==> src/rtl/spi_master_core.sv <==
// spi_master_core: SPI mode-0 master for a single transfer of 1..32 bits.
//
// Ports
//   PCLK       system clock, all state advances on its rising edge
//   PRESETn    asynchronous active-low reset
//   start      single-cycle transfer request (honoured only while idle)
//   tx_data    transmit word, right-aligned
//   char_len   transfer length in bits, 0 means 32
//   divider    SCLK half-period is (divider+1) PCLK cycles
//   ss_sel     slave-select mask, 1 selects that slave
//   lsb_first  1 = LSB first, 0 = MSB first
//   sclk       SPI clock (idles low)
//   cs_n       active-low chip selects, asserted only while shifting
//   mosi       serial data out, changes on sclk falling edges
//   miso       serial data in, sampled on sclk rising edges
//   rx_data    received word, right-aligned, updated once per transfer
//   busy       high from the cycle after start through the DONE cycle
//   done       single-cycle completion pulse
module spi_master_core (
  input  logic        PCLK,
  input  logic        PRESETn,
  input  logic        start,
  input  logic [31:0] tx_data,
  input  logic [4:0]  char_len,
  input  logic [7:0]  divider,
  input  logic [7:0]  ss_sel,
  input  logic        lsb_first,
  output logic        sclk,
  output logic [7:0]  cs_n,
  output logic        mosi,
  input  logic        miso,
  output logic [31:0] rx_data,
  output logic        busy,
  output logic        done
);

  typedef enum logic [1:0] {
    IDLE   = 2'd0,
    ACTIVE = 2'd1,
    DONE   = 2'd2
  } state_t;

  state_t      state_q, state_d;
  logic [7:0]  div_q;
  logic [7:0]  cnt_q;
  logic [5:0]  len_q;
  logic [5:0]  bit_q;
  logic [7:0]  ss_q;
  logic        lsb_q;
  logic [31:0] tx_q;
  logic [31:0] rx_q;

  logic [5:0]  len_d;
  logic        half_tick;
  logic        rise;
  logic        fall;
  logic        last_fall;

  assign len_d     = (char_len == 5'd0) ? 6'd32 : {1'b0, char_len};
  assign half_tick = (state_q == ACTIVE) && (cnt_q == div_q);
  assign rise      = half_tick && !sclk;
  assign fall      = half_tick && sclk;
  assign last_fall = fall && (bit_q == (len_q - 6'd1));

  always_ff @(posedge PCLK or negedge PRESETn) begin
    if (!PRESETn) begin
      state_q <= IDLE;
    end else begin
      state_q <= state_d;
    end
  end

  always_comb begin
    state_d = state_q;
    busy    = 1'b0;
    done    = 1'b0;
    cs_n    = '1;
    mosi    = 1'b0;
    case (state_q)
      IDLE: begin
        if (start) state_d = ACTIVE;
      end
      ACTIVE: begin
        busy = 1'b1;
        cs_n = ~ss_q;
        mosi = lsb_q ? tx_q[0] : tx_q[31];
        if (last_fall) state_d = DONE;
      end
      DONE: begin
        busy    = 1'b1;
        done    = 1'b1;
        state_d = IDLE;
      end
      default: state_d = IDLE;
    endcase
  end

  // MSB-first words are left-aligned at capture so the outgoing bit is always
  // tx_q[31]; LSB-first words stay right-aligned and shift out of tx_q[0].
  // LSB-first reception fills from bit 31 downward and is right-aligned when
  // the result is published.
  always_ff @(posedge PCLK or negedge PRESETn) begin
    if (!PRESETn) begin
      sclk    <= 1'b0;
      cnt_q   <= '0;
      bit_q   <= '0;
      div_q   <= '0;
      len_q   <= '0;
      ss_q    <= '0;
      lsb_q   <= 1'b0;
      tx_q    <= '0;
      rx_q    <= '0;
      rx_data <= '0;
    end else begin
      case (state_q)
        IDLE: begin
          sclk  <= 1'b0;
          cnt_q <= '0;
          bit_q <= '0;
          if (start) begin
            len_q <= len_d;
            div_q <= divider;
            ss_q  <= ss_sel;
            lsb_q <= lsb_first;
            tx_q  <= lsb_first ? tx_data : (tx_data << (6'd32 - len_d));
            rx_q  <= '0;
          end
        end
        ACTIVE: begin
          if (half_tick) begin
            cnt_q <= '0;
            sclk  <= ~sclk;
          end else begin
            cnt_q <= cnt_q + 8'd1;
          end
          if (rise) begin
            rx_q <= lsb_q ? {miso, rx_q[31:1]} : {rx_q[30:0], miso};
          end
          if (fall) begin
            bit_q <= bit_q + 6'd1;
            if (last_fall) begin
              rx_data <= lsb_q ? (rx_q >> (6'd32 - len_q)) : rx_q;
            end else begin
              tx_q <= lsb_q ? (tx_q >> 1) : (tx_q << 1);
            end
          end
        end
        default: begin
        end
      endcase
    end
  end

endmodule

==> config.mk <==
export PLATFORM = sky130hd
export DESIGN_NAME = spi_master_core
export DESIGN_NICKNAME = d
export VERILOG_FILES = /design/src/rtl/spi_master_core.sv
export SDC_FILE = /design/constraint.sdc
export NUM_CORES = 1
export LEC_CHECK = 0
export BUFFER_PORTS_ARGS = -buffer_cell sky130_fd_sc_hd__buf_4
export CORE_UTILIZATION = 61
export DETAILED_ROUTE_END_ITERATION = 8
export PLACE_DENSITY = 0.8
export SLEW_MARGIN = 20
export SYNTH_ARGS = -nofsm -noshare
export SYNTH_HDL_FRONTEND = slang
export SYNTH_SLANG_ARGS = --single-unit
==> constraint.sdc <==
create_clock -name PCLK -period 4.7 [get_ports PCLK]
set_clock_uncertainty 0.1 [all_clocks]
set_input_delay 0 -clock PCLK [delete_from_list [all_inputs] [get_ports PCLK]]
set_output_delay 0 -clock PCLK [all_outputs]
set_load 0.02 [all_outputs]
-- After elaboration in Yosys (flattened, before gate mapping)
Cells that the tools add are included.
- muxes and demuxes: 26
- bitwise logic cells: 2
- equality and inequality tests: 10
- shift operators: 2
- reductions and logical operators: 16
- add/subtract/negate cells: 5
- operators by type and width (operator ; number):
    32-bit 2-to-1 mux ; 9
    32-bit case mux with 2 select lines ; 2
    32-bit by 6-bit << shifter with 32-bit output ; 1
    32-bit by 6-bit >> shifter with 32-bit output ; 1
    8-bit 2-to-1 mux ; 2
    8-bit case mux with 2 select lines ; 1
    6-bit 2-to-1 mux ; 2
    2-bit inequality test (second input constant) ; 6
    6-bit case mux with 2 select lines ; 1
    6-bit subtractor (first input constant) ; 2
    8-bit by 1-bit adder with 8-bit output (second input constant) ; 1
    8-bit equality test ; 1
    8-bit NOT ; 1
    2-bit AND reduction ; 4
    6-bit by 1-bit adder with 6-bit output (second input constant) ; 1
    6-bit equality test ; 1
    3-bit AND reduction ; 2
    6-bit by 1-bit subtractor with 6-bit output (second input constant) ; 1
    5-bit logical NOT ; 1
    1-bit 2-to-1 mux ; 5
    1-bit logical AND ; 4
    2-bit 2-to-1 mux ; 2
    2-bit case mux with 2 select lines ; 1
    4-bit AND reduction ; 1
    other kinds (8) ; 8
- word-level logic and storage cells: 72
- output and inout bits: 44
- bits in registers: 136

-- Depth between registers and ports, before layout
Gate-level depths: netlist of the first run.
- depth after elaboration: 7
- gate-level depth with buffers: 14
- gate-level depth less buffers: 8

-- Worst setup path after synthesis of the first run
OpenSTA, ideal clock, no wires.
- path type: register to register
- start: reg len_q[0]
- end: reg rx_data[22]
- slack: 1.147 ns
- path buffers: 5
- arrival time: 3.334 ns
- period minus slack after synthesis: 3.553 ns
- cell stages (with the launch flop): 14
- cell sequence: dfrtp_1 buf_4 buf_4 buf_2 inv_1 ha_1 nor3b_1 xnor3_1 or4b_1 nor3_2 buf_2 buf_4 o221ai_1 o21a_1
- word-level cells in the longest chain between the ends: 4
- elaborated cells on any way between the ends: 7
- RTL lines (what ; line ; source):
    start: declaration ; 46 ; logic [5:0] len_q;
    start signal: assignment ; 121 ; len_q <= len_d;
    branches (longest 4 deep; another with 6-bit subtractor) ; -- ;
    end signal: assignment ; 142 ; rx_data <= lsb_q ? (rx_q >> (6'd32 - len_q)) : rx_q;
    end: declaration ; 32 ; output logic [31:0] rx_data,
Parallel ways; which one is timed is not known.
A chain may end at the register's enable or synchronous reset.

-- Worst setup path in the final report of the first run
- start: reg len_q[1]
- end: reg rx_data[5]
The elaborated chain is that of the path after synthesis.

==> impl_metrics.toml, run 1 <==
[finish]
antenna_cells = 0
final_cell_mix = "134 x dfrtp_1, 133 x nand2_1, 120 x buf_4"
post-route-util = 0.7396
final_common_cell = "dfrtp_1"
syn_to_final_growth_pct = 18.51
postLayoutCellArea_um2 = 12220
drive_above_1_share = 0.2266
layout.nets = 1261
stdcell_count = 1429

[detailed_routing]
first_iter_violations = 1083
routedWlPerCell_um = 21.49
drt_pass1_iterations = 8
route.detailed.drc = 0
viasPerCell = 6.741
vias = 9633
drtAntennaViolNets = 0
wl_mm = 30.71

[synthesis]
ys.flop_type = "dfrtp_1"
syn_avg_cell_area_um2 = 9.401
synth_cell_types = 64
synth_area_leaders = "dfrtp_1 33%, mux4_2 11%, mux2i_1 8.7%, mux2_2 5.4%, nand2_1 4.8%"
synthDominantCellAreaShare = 0.3300
yosysSeqAreaShare = 0.3300
syn_inst = 1097
synth.ff_latch_count = 136
synth.cell_area_um2 = 10310
synth.net_count = 1162
synth.largest_area_cell = "dfrtp_1"
synth-warning-count = 0
async_flop_share = 1.000
synth-edff-count = 0

[setup_path]
arrival_ps = 3900
worstPathCellList = "inv_1 > ha_1 > nor3b_1 > xnor3_1 > or4b_1 > nor3_4 > buf_4 > mux2i_1 > o21ai_0"
max_stage_delay_ps = 680
critPathRequiredTime_ps = 4910
critPathBufInv = 2
crit_family = "simple AND/OR/NAND/NOR gates"
path_max_fanout = 16
critPathKind = "flop to flop"
endpoint_kind = "flop"
slowest_stage = "nor3_4"
cp-start-kind = "flop"

[timing]
period_share = 0.7844
hold_violations = 0
max_slew_margin = 0.2742
setup-tns-final_ps = 0
period_needed_ps = 3687
maxSlewViolCount = 0
fmax_mhz = 271.2
worst_slew_pin_slew_ps = 1089
rsz0062_at_grt = "false"
finalSetupViolCount = 0

[power]
p_leak_nw = 5.404
peakVddDrop_mv = 0.2573
finalPower_mw = 3.021
p_per_area_nw_per_um2 = 247.2

[clock_network]
clk_pin_slew_worst_paths_ps = 70
cts_buffer_depth = 2
cts_tree = "built"
cts_setup_buffers = 0
clock-sinks = 136
clk_latency_ps = 440
cts_buffers = 17
htree_num_levels = 4
cts_resized = 0
cts_hold_buf = 48
cts_root_buf = "clkbuf_16"

[floorplan]
start_util = 0.6241
std_cell_rows = 47
die_x_um = 132.0
die-area_um2 = 17430
ios = 102
die_h_um = 132.0
core_um2 = 16520

[placed_design]
place_inst = 1349
io_buffers = 101
gp_congestion = 0.9887
placed_area_um2 = 11150
place_hpwl_mm = 19.98

[run_status]
status = "finished, final reports clean"

[global_routing]
overflow = 0
grt_max_degree = 97
antenna_found_initial = 0
grt_pass1_vias = 9186
grtUsageTotal = 0.3614
grt_pass1_wl_mm = 49.07

[min_path]
holdCritPathClass = "input pin to flop"

[job]
max-cap-violations = 0
synthesized netlist by cell type, drive strengths merged, types with 9 or more instances:
cell / count
mux4: 52
mux2i: 90
nand2: 133
clkbuf: 53
nor3: 17
xnor2: 16
a221o: 9
a31oi: 15
o21a: 10
inv: 43
o2111ai: 9
nor2: 59
mux2: 50
or4: 22
a21oi: 66
a22o: 14
nand3: 21
a221oi: 12
o21ai: 121
buf: 36
dfrtp: 136
xor2: 12
layout make-up:
class | instances | area [um2]
tap | 220 | 275.3
multi-input combinational | 827 | 6387
fill | 1142 | 4303
clock inverter | 14 | 150.1
clock buffer | 18 | 439.2
sequential | 136 | 3408
inverter | 45 | 168.9
timing repair buffer | 169 | 1393
layer usage:
layer	GRT usage	vias up	wire [um]
met5	0	-	0
li1	-	4297	-
met1	0.4852	4677	12410
met4	0.1712	0	1281
met3	0.07574	108	2559
met2	0.5632	551	14450
tightest hold or removal path: cells and delay by family:
kind	cells	cell delay (ps)
AOI/OAI and AO/OA	3	380
buffers and inverters	1	100
and+or+nand+nor	1	40
registers in the layout, summed over array words and instances (netlist names):
register,flops
div_q,8
bit_q,6
ss_q,8
rx_q,32
state_q,2
sclk,1
cnt_q,8
tx_q,32
len_q,6
rx_data,32
lsb_q,1
worst paths after layout:
path	startpoint	end	slack (ps)	depth (start not counted)
max	len_q[1]	rx_data[5]	1010	9
min	tx_data[4]	tx_q[4]	20	5
max reg2reg	len_q[1]	rx_data[5]	1010	9
min reg2reg	rx_data[8]	rx_data[8]	390	2
max in group asynchronous	PRESETn	tx_q[26]	3260	3
min in group asynchronous	PRESETn	rx_q[12]	110	2
report_power, final:
| group | switching [mW] | internal, mW |
|---|---|---|
| Sequential | 0.0188 | 1.18 |
| Combinational | 0.251 | 0.207 |
| Clock | 0.595 | 0.768 |
| Total | 0.865 | 2.16 |
per-stage QoR:
stage | setup slack (ps) | hold WS (ps)
final | 1013 | 20.41
after global routing | 805.3 | 27.46
after CTS | 1058 | 0.4114
after detailed placement | 1070 | 35.35
after global placement | 1205 | 35.63
after floorplan | 1147 | -395.6
logic make-up (layout without fill, tap and decap cells):
| logic type | count (synthesis) | after routing | share of synthesized area |
|---|---|---|---|
| XOR/XNOR | 30 | 30 | 0.02973 |
| buffers and inverters | 134 | 246 | 0.05423 |
| AO/OA/AOI/OAI | 314 | 314 | 0.1941 |
| flip-flops | 136 | 136 | 0.3300 |
| multiplexers | 192 | 192 | 0.2555 |
| AND/OR/NAND/NOR | 284 | 284 | 0.1279 |
| adder cells (fa/ha/maj) | 7 | 7 | 0.008493 |
No activity file was read; power rests on OpenSTA's default activity.
==> run 2, diff against run 1 <==
==> constraint.sdc (replaced) <==
create_clock -name PCLK -period 3.47 [get_ports PCLK]
set_clock_uncertainty 0.1 [all_clocks]
set_input_delay 0 -clock PCLK [delete_from_list [all_inputs] [get_ports PCLK]]
set_output_delay 0 -clock PCLK [all_outputs]
set_load 0.02 [all_outputs]
==> impl_metrics.toml, run 2 (same netlist as run 1, synthesis figures left out) <==
[floorplan]
die_x_um = 132.0
ios = 102
die_h_um = 132.0
start_util = 0.6241
std_cell_rows = 47
core_um2 = 16520
die-area_um2 = 17430

[global_routing]
antenna_found_initial = 0
grtUsageTotal = 0.3617
overflow = 0
grt_pass1_wl_mm = 49.48
grt_max_degree = 98
grt_pass1_vias = 9162

[setup_path]
path_max_fanout = 20
critPathRequiredTime_ps = 3690
worstPathCellList = "inv_1 > ha_1 > nor3b_2 > xnor3_1 > or4b_1 > nor3_4 > buf_4 > o221ai_1 > o21a_1"
arrival_ps = 3400
endpoint_kind = "flop"
slowest_stage = "or4b_1"
cp-start-kind = "flop"
max_stage_delay_ps = 550
critPathKind = "flop to flop"
crit_family = "simple AND/OR/NAND/NOR gates"
critPathBufInv = 2

[detailed_routing]
first_iter_violations = 1161
viasPerCell = 6.718
vias = 9688
drt_pass1_iterations = 7
route.detailed.drc = 1
drtAntennaViolNets = 0
wl_mm = 30.67
routedWlPerCell_um = 21.27

[run_status]
status = "finished, violations left"
violations = "DRC"

[power]
p_per_area_nw_per_um2 = 323.7
p_leak_nw = 5.462
peakVddDrop_mv = 0.3777

[placed_design]
place_hpwl_mm = 20.65
gp_congestion = 1.014
io_buffers = 101
dp_slack_ps = 338.3

[job]
max-cap-violations = 0

[timing]
rsz0062_at_grt = "false"
period_share = 0.9171
fin_ws_ps = 287.7
hold_violations = 0
setup-tns-final_ps = 0
fmax_mhz = 314.2
max_slew_margin = 0.3816
finalSetupViolCount = 0
worst_slew_pin_slew_ps = 927.6
maxSlewViolCount = 0
period_needed_ps = 3182

[clock_network]
htree_num_levels = 4
cts_buffer_depth = 2
clk_latency_ps = 430
cts_buffers = 17
clk_pin_slew_worst_paths_ps = 60
cts_tree = "built"
cts_root_buf = "clkbuf_16"
clock-sinks = 136
cts_resized = 0

[finish]
multi_input_area_um2 = 6394
syn_to_final_growth_pct = 19.63
layout.nets = 1274
final_common_cell = "dfrtp_1"
antenna_cells = 0
drive_above_1_share = 0.2349
nFillCells = 1183
seq_area_um2 = 3408
final_cell_mix = "134 x dfrtp_1, 132 x nand2_1, 130 x buf_4"
largestRegisters = "rx_data: 32 flops, rx_q: 32 flops, tx_q: 32 flops"

[min_path]
holdCritPathClass = "input pin to flop"
run 2: changes by cell type in the layout (fill, tap and decap cells not counted), sizes merged:
cell         previous run  this run
dlygate4sd3            48        47
clkinvlp                1         3
clkinv                  2         6
clkbuf                 18        19
buf                   121       135
inv                    55        48
run 2: metrics by stage:
step | instances | instance area [um2] | utilization | hold slack, ps | power [mW]
floorplan | 1097 | 10320 | - | -395.6 | 2.001
global placement | 1363 | 11310 | 0.6845 | 65.43 | 2.218
detailed placement | 1363 | 11310 | 0.6845 | 66.24 | 2.222
CTS | 1442 | 12330 | 0.7464 | 6.043 | 3.989
global route | 1442 | 12340 | 0.7466 | 31.82 | 4.121
finish | 1442 | 12340 | 0.7466 | 24.25 | 3.994
run 2: worst register-to-register path, delay by kind of cell, from the launching register on:
kind	cells	cell delay, ps
compound gates	2	290
xor+xnor	1	190
fa+ha+maj	1	320
buf+inv	2	400
flops	1	440
simple gates	3	1330
run 2: path summary, 6_finish.rpt:
check                              end  slack, ps  depth (start not counted)         from
setup / recovery           rx_data[22]        290                          9     len_q[1]
min in group asynchronous     rx_q[13]        130                          2      PRESETn
hold reg to reg            rx_data[12]        390                          2  rx_data[12]
max in group asynchronous        lsb_q       2380                          2      PRESETn
setup reg to reg           rx_data[22]        290                          9     len_q[1]
hold / removal                tx_q[19]         20                          3  tx_data[19]
run 2: area by class of cell:
type / count / share of cell area
clock buffer: 19 / 0.03509
multi-input combinational: 827 / 0.5183
tap: 220 / 0.02231
inverter: 45 / 0.01369
sequential: 136 / 0.2763
timing repair buffer: 182 / 0.1246
clock inverter: 13 / 0.009736
run 2: repair_timing:
item,CTS,global route
hold buffers,47,0
setup buffers,0,0
endpoints found under the hold margin,144,0
run 2: layer usage:
layer	GRT usage	vias to the layer above	share of wire
met5	0	-	0
met4	0.1260	0	0.027
met3	0.06574	79	0.092
met2	0.5547	593	0.47
met1	0.5177	4689	0.41
li1	-	4327	-
run 2: report_power, final:
group	switching (mW)	internal, mW
clock	0.743	0.993
sequential	0.0251	1.60
combinational	0.346	0.286
==> run 3, diff against run 2 <==
--- a/config.mk
+++ b/config.mk
@@ -6,9 +6,10 @@
 export NUM_CORES = 1
 export LEC_CHECK = 0
 export BUFFER_PORTS_ARGS = -buffer_cell sky130_fd_sc_hd__buf_4
-export CORE_UTILIZATION = 61
+export CORE_ASPECT_RATIO = 0.8
+export CORE_UTILIZATION = 55
 export DETAILED_ROUTE_END_ITERATION = 8
-export PLACE_DENSITY = 0.8
+export PLACE_DENSITY = 0.76
 export SLEW_MARGIN = 20
 export SYNTH_ARGS = -nofsm -noshare
 export SYNTH_HDL_FRONTEND = slang
==> constraint.sdc (replaced) <==
create_clock -name PCLK -period 2.9 [get_ports PCLK]
set_clock_uncertainty 0.1 [all_clocks]
set_input_delay 0 -clock PCLK [delete_from_list [all_inputs] [get_ports PCLK]]
set_output_delay 0 -clock PCLK [all_outputs]
set_load 0.02 [all_outputs]
==> impl_metrics.toml, run 3 (same netlist as run 1, synthesis figures left out) <==
[global_routing]
grt_pass1_vias = 9085
grt_max_degree = 118
grtUsageTotal = 0.3482
globalRouteMet1Util = 0.5421
top_usage_layer = "met1"
antenna_found_initial = 1
overflow = 0
gr-usage-met2 = 0.4674
grt_pass1_wl_mm = 51.61
grtUsageMet3 = 0.1120

[clock_network]
clk_pin_slew_worst_paths_ps = 60
clk_latency_ps = 430
cts_tree = "built"
htree_num_levels = 4
cts_root_buf = "clkbuf_16"
cts_buffer_depth = 2
clock-sinks = 136
cts_buffers = 17

[detailed_routing]
route.detailed.drc = 0
routedWlPerCell_um = 21.94
vias = 9826
drt_pass1_iterations = 8
drtAntennaViolNets = 0
first_iter_violations = 1141
wl_mm = 33.08
viasPerCell = 6.516

[finish]
postLayoutCellArea_um2 = 12830
layout.nets = 1308
final_cell_mix = "151 x buf_4, 134 x dfrtp_1, 133 x nand2_1"
antenna_cells = 0
syn_to_final_growth_pct = 24.38
post-route-util = 0.7039
largestRegisters = "rx_data: 32 flops, rx_q: 32 flops, tx_q: 32 flops"
final_common_cell = "buf_4"
stdcell_count = 1508
drive_above_1_share = 0.2558

[placed_design]
io_buffers = 101
gp_congestion = 0.9750
place_inst = 1421
place_hpwl_mm = 22.76
placed_area_um2 = 11620

[power]
power.net_switching_mw = 1.375
seqPwrFrac = 0.393
peakVddDrop_mv = 0.3542
finalPower_mw = 4.952
p_leak_nw = 5.669
p_per_area_nw_per_um2 = 386.1
internal_power_mw = 3.577
p_comb_frac = 0.166
swShare = 0.2776
pwr-share-clk = 0.441

[floorplan]
die_x_um = 155.1
die_h_um = 124.5
std_cell_rows = 44
start_util = 0.5659
core_um2 = 18220
ios = 102
die-area_um2 = 19300

[setup_path]
cp-start-kind = "flop"
endpoint_kind = "flop"
critPathKind = "flop to flop"
arrival_ps = 3040
path_max_fanout = 8
critPathRequiredTime_ps = 3110

[run_status]
status = "finished, final reports clean"

[job]
max-cap-violations = 0

[timing]
max_slew_margin = 0.3365
finalSetupViolCount = 0
maxSlewViolCount = 0
worst_slew_pin_slew_ps = 995.2
hold_violations = 0
period_share = 0.9776
fmax_mhz = 352.7
period_needed_ps = 2835
holdWs_ps = 37.20

[min_path]
holdCritPathClass = "input pin to flop"
run 3: cell count changes in the layout (fill, tap and decap cells not counted), sizes merged:
cell and change:
buf +26, dlygate4sd3 +6, inv -2, bufinv +1, clkbuf +1, clkinvlp +1
run 3: path summary, 6_finish.rpt:
| path | slack (ps) | cells past startpoint | end | startpoint |
|---|---|---|---|---|
| max | 70 | 7 | tx_q[0] | len_q[0] |
| min | 40 | 5 | tx_q[24] | tx_data[24] |
| max reg2reg | 70 | 7 | tx_q[0] | len_q[0] |
| min reg2reg | 390 | 2 | rx_data[30] | rx_data[30] |
| max in group asynchronous | 1690 | 3 | cnt_q[6] | PRESETn |
| min in group asynchronous | 130 | 2 | rx_q[13] | PRESETn |
run 3: stage by stage:
stage | worst slack, ps | TNS, ps
global placement | 35.81 | 0
global route | -25.45 | -119.1
detailed placement | 23.77 | 0
finish | 65.09 | 0
floorplan | -95.77 | -2043
CTS | 17.87 | 0
run 3: metal layers:
metal | up-vias | wire length (um)
met2 | 572 | 13830
met4 | 0 | 285
met3 | 36 | 4066
met1 | 4819 | 14900
li1 | 4399 | -
met5 | - | 0
run 3: layout make-up:
class,count,area [um2]
Clock inverter,13,147.6
Tap cell,253,316.6
Sequential cell,136,3408
Multi-Input combinational cell,827,6449
Fill cell,1403,5396
Clock buffer,18,439.2
Inverter,45,171.4
Timing Repair Buffer,216,1894
run 3: what timing repair did:
item	in CTS	in global routing
hold endpoints to repair	171	0
setup buffers	0	2
hold buffers	53	0
resized for setup	0	5
endpoints found under the setup margin	0	18
run 3: worst max-delay path, stage by stage, from the launching register on:
cell     delay [ps]
dfrtp_2         460
or4_1           650
nor2_1          170
xor3_1          330
nor3_4           80
buf_12          150
nor3_4          410
mux2_1          360
run 3: power groups by stage:
| stage | clock network (mW) | registers [mW] | logic (mW) |
|---|---|---|---|
| after floorplan | 0 | 1.97 | 0.429 |
| after global placement | 0 | 1.98 | 0.727 |
| after detailed placement | 0 | 1.98 | 0.726 |
| after CTS | 2.22 | 1.95 | 0.786 |
| after global routing | 2.30 | 1.95 | 0.874 |
| final | 2.18 | 1.95 | 0.822 |
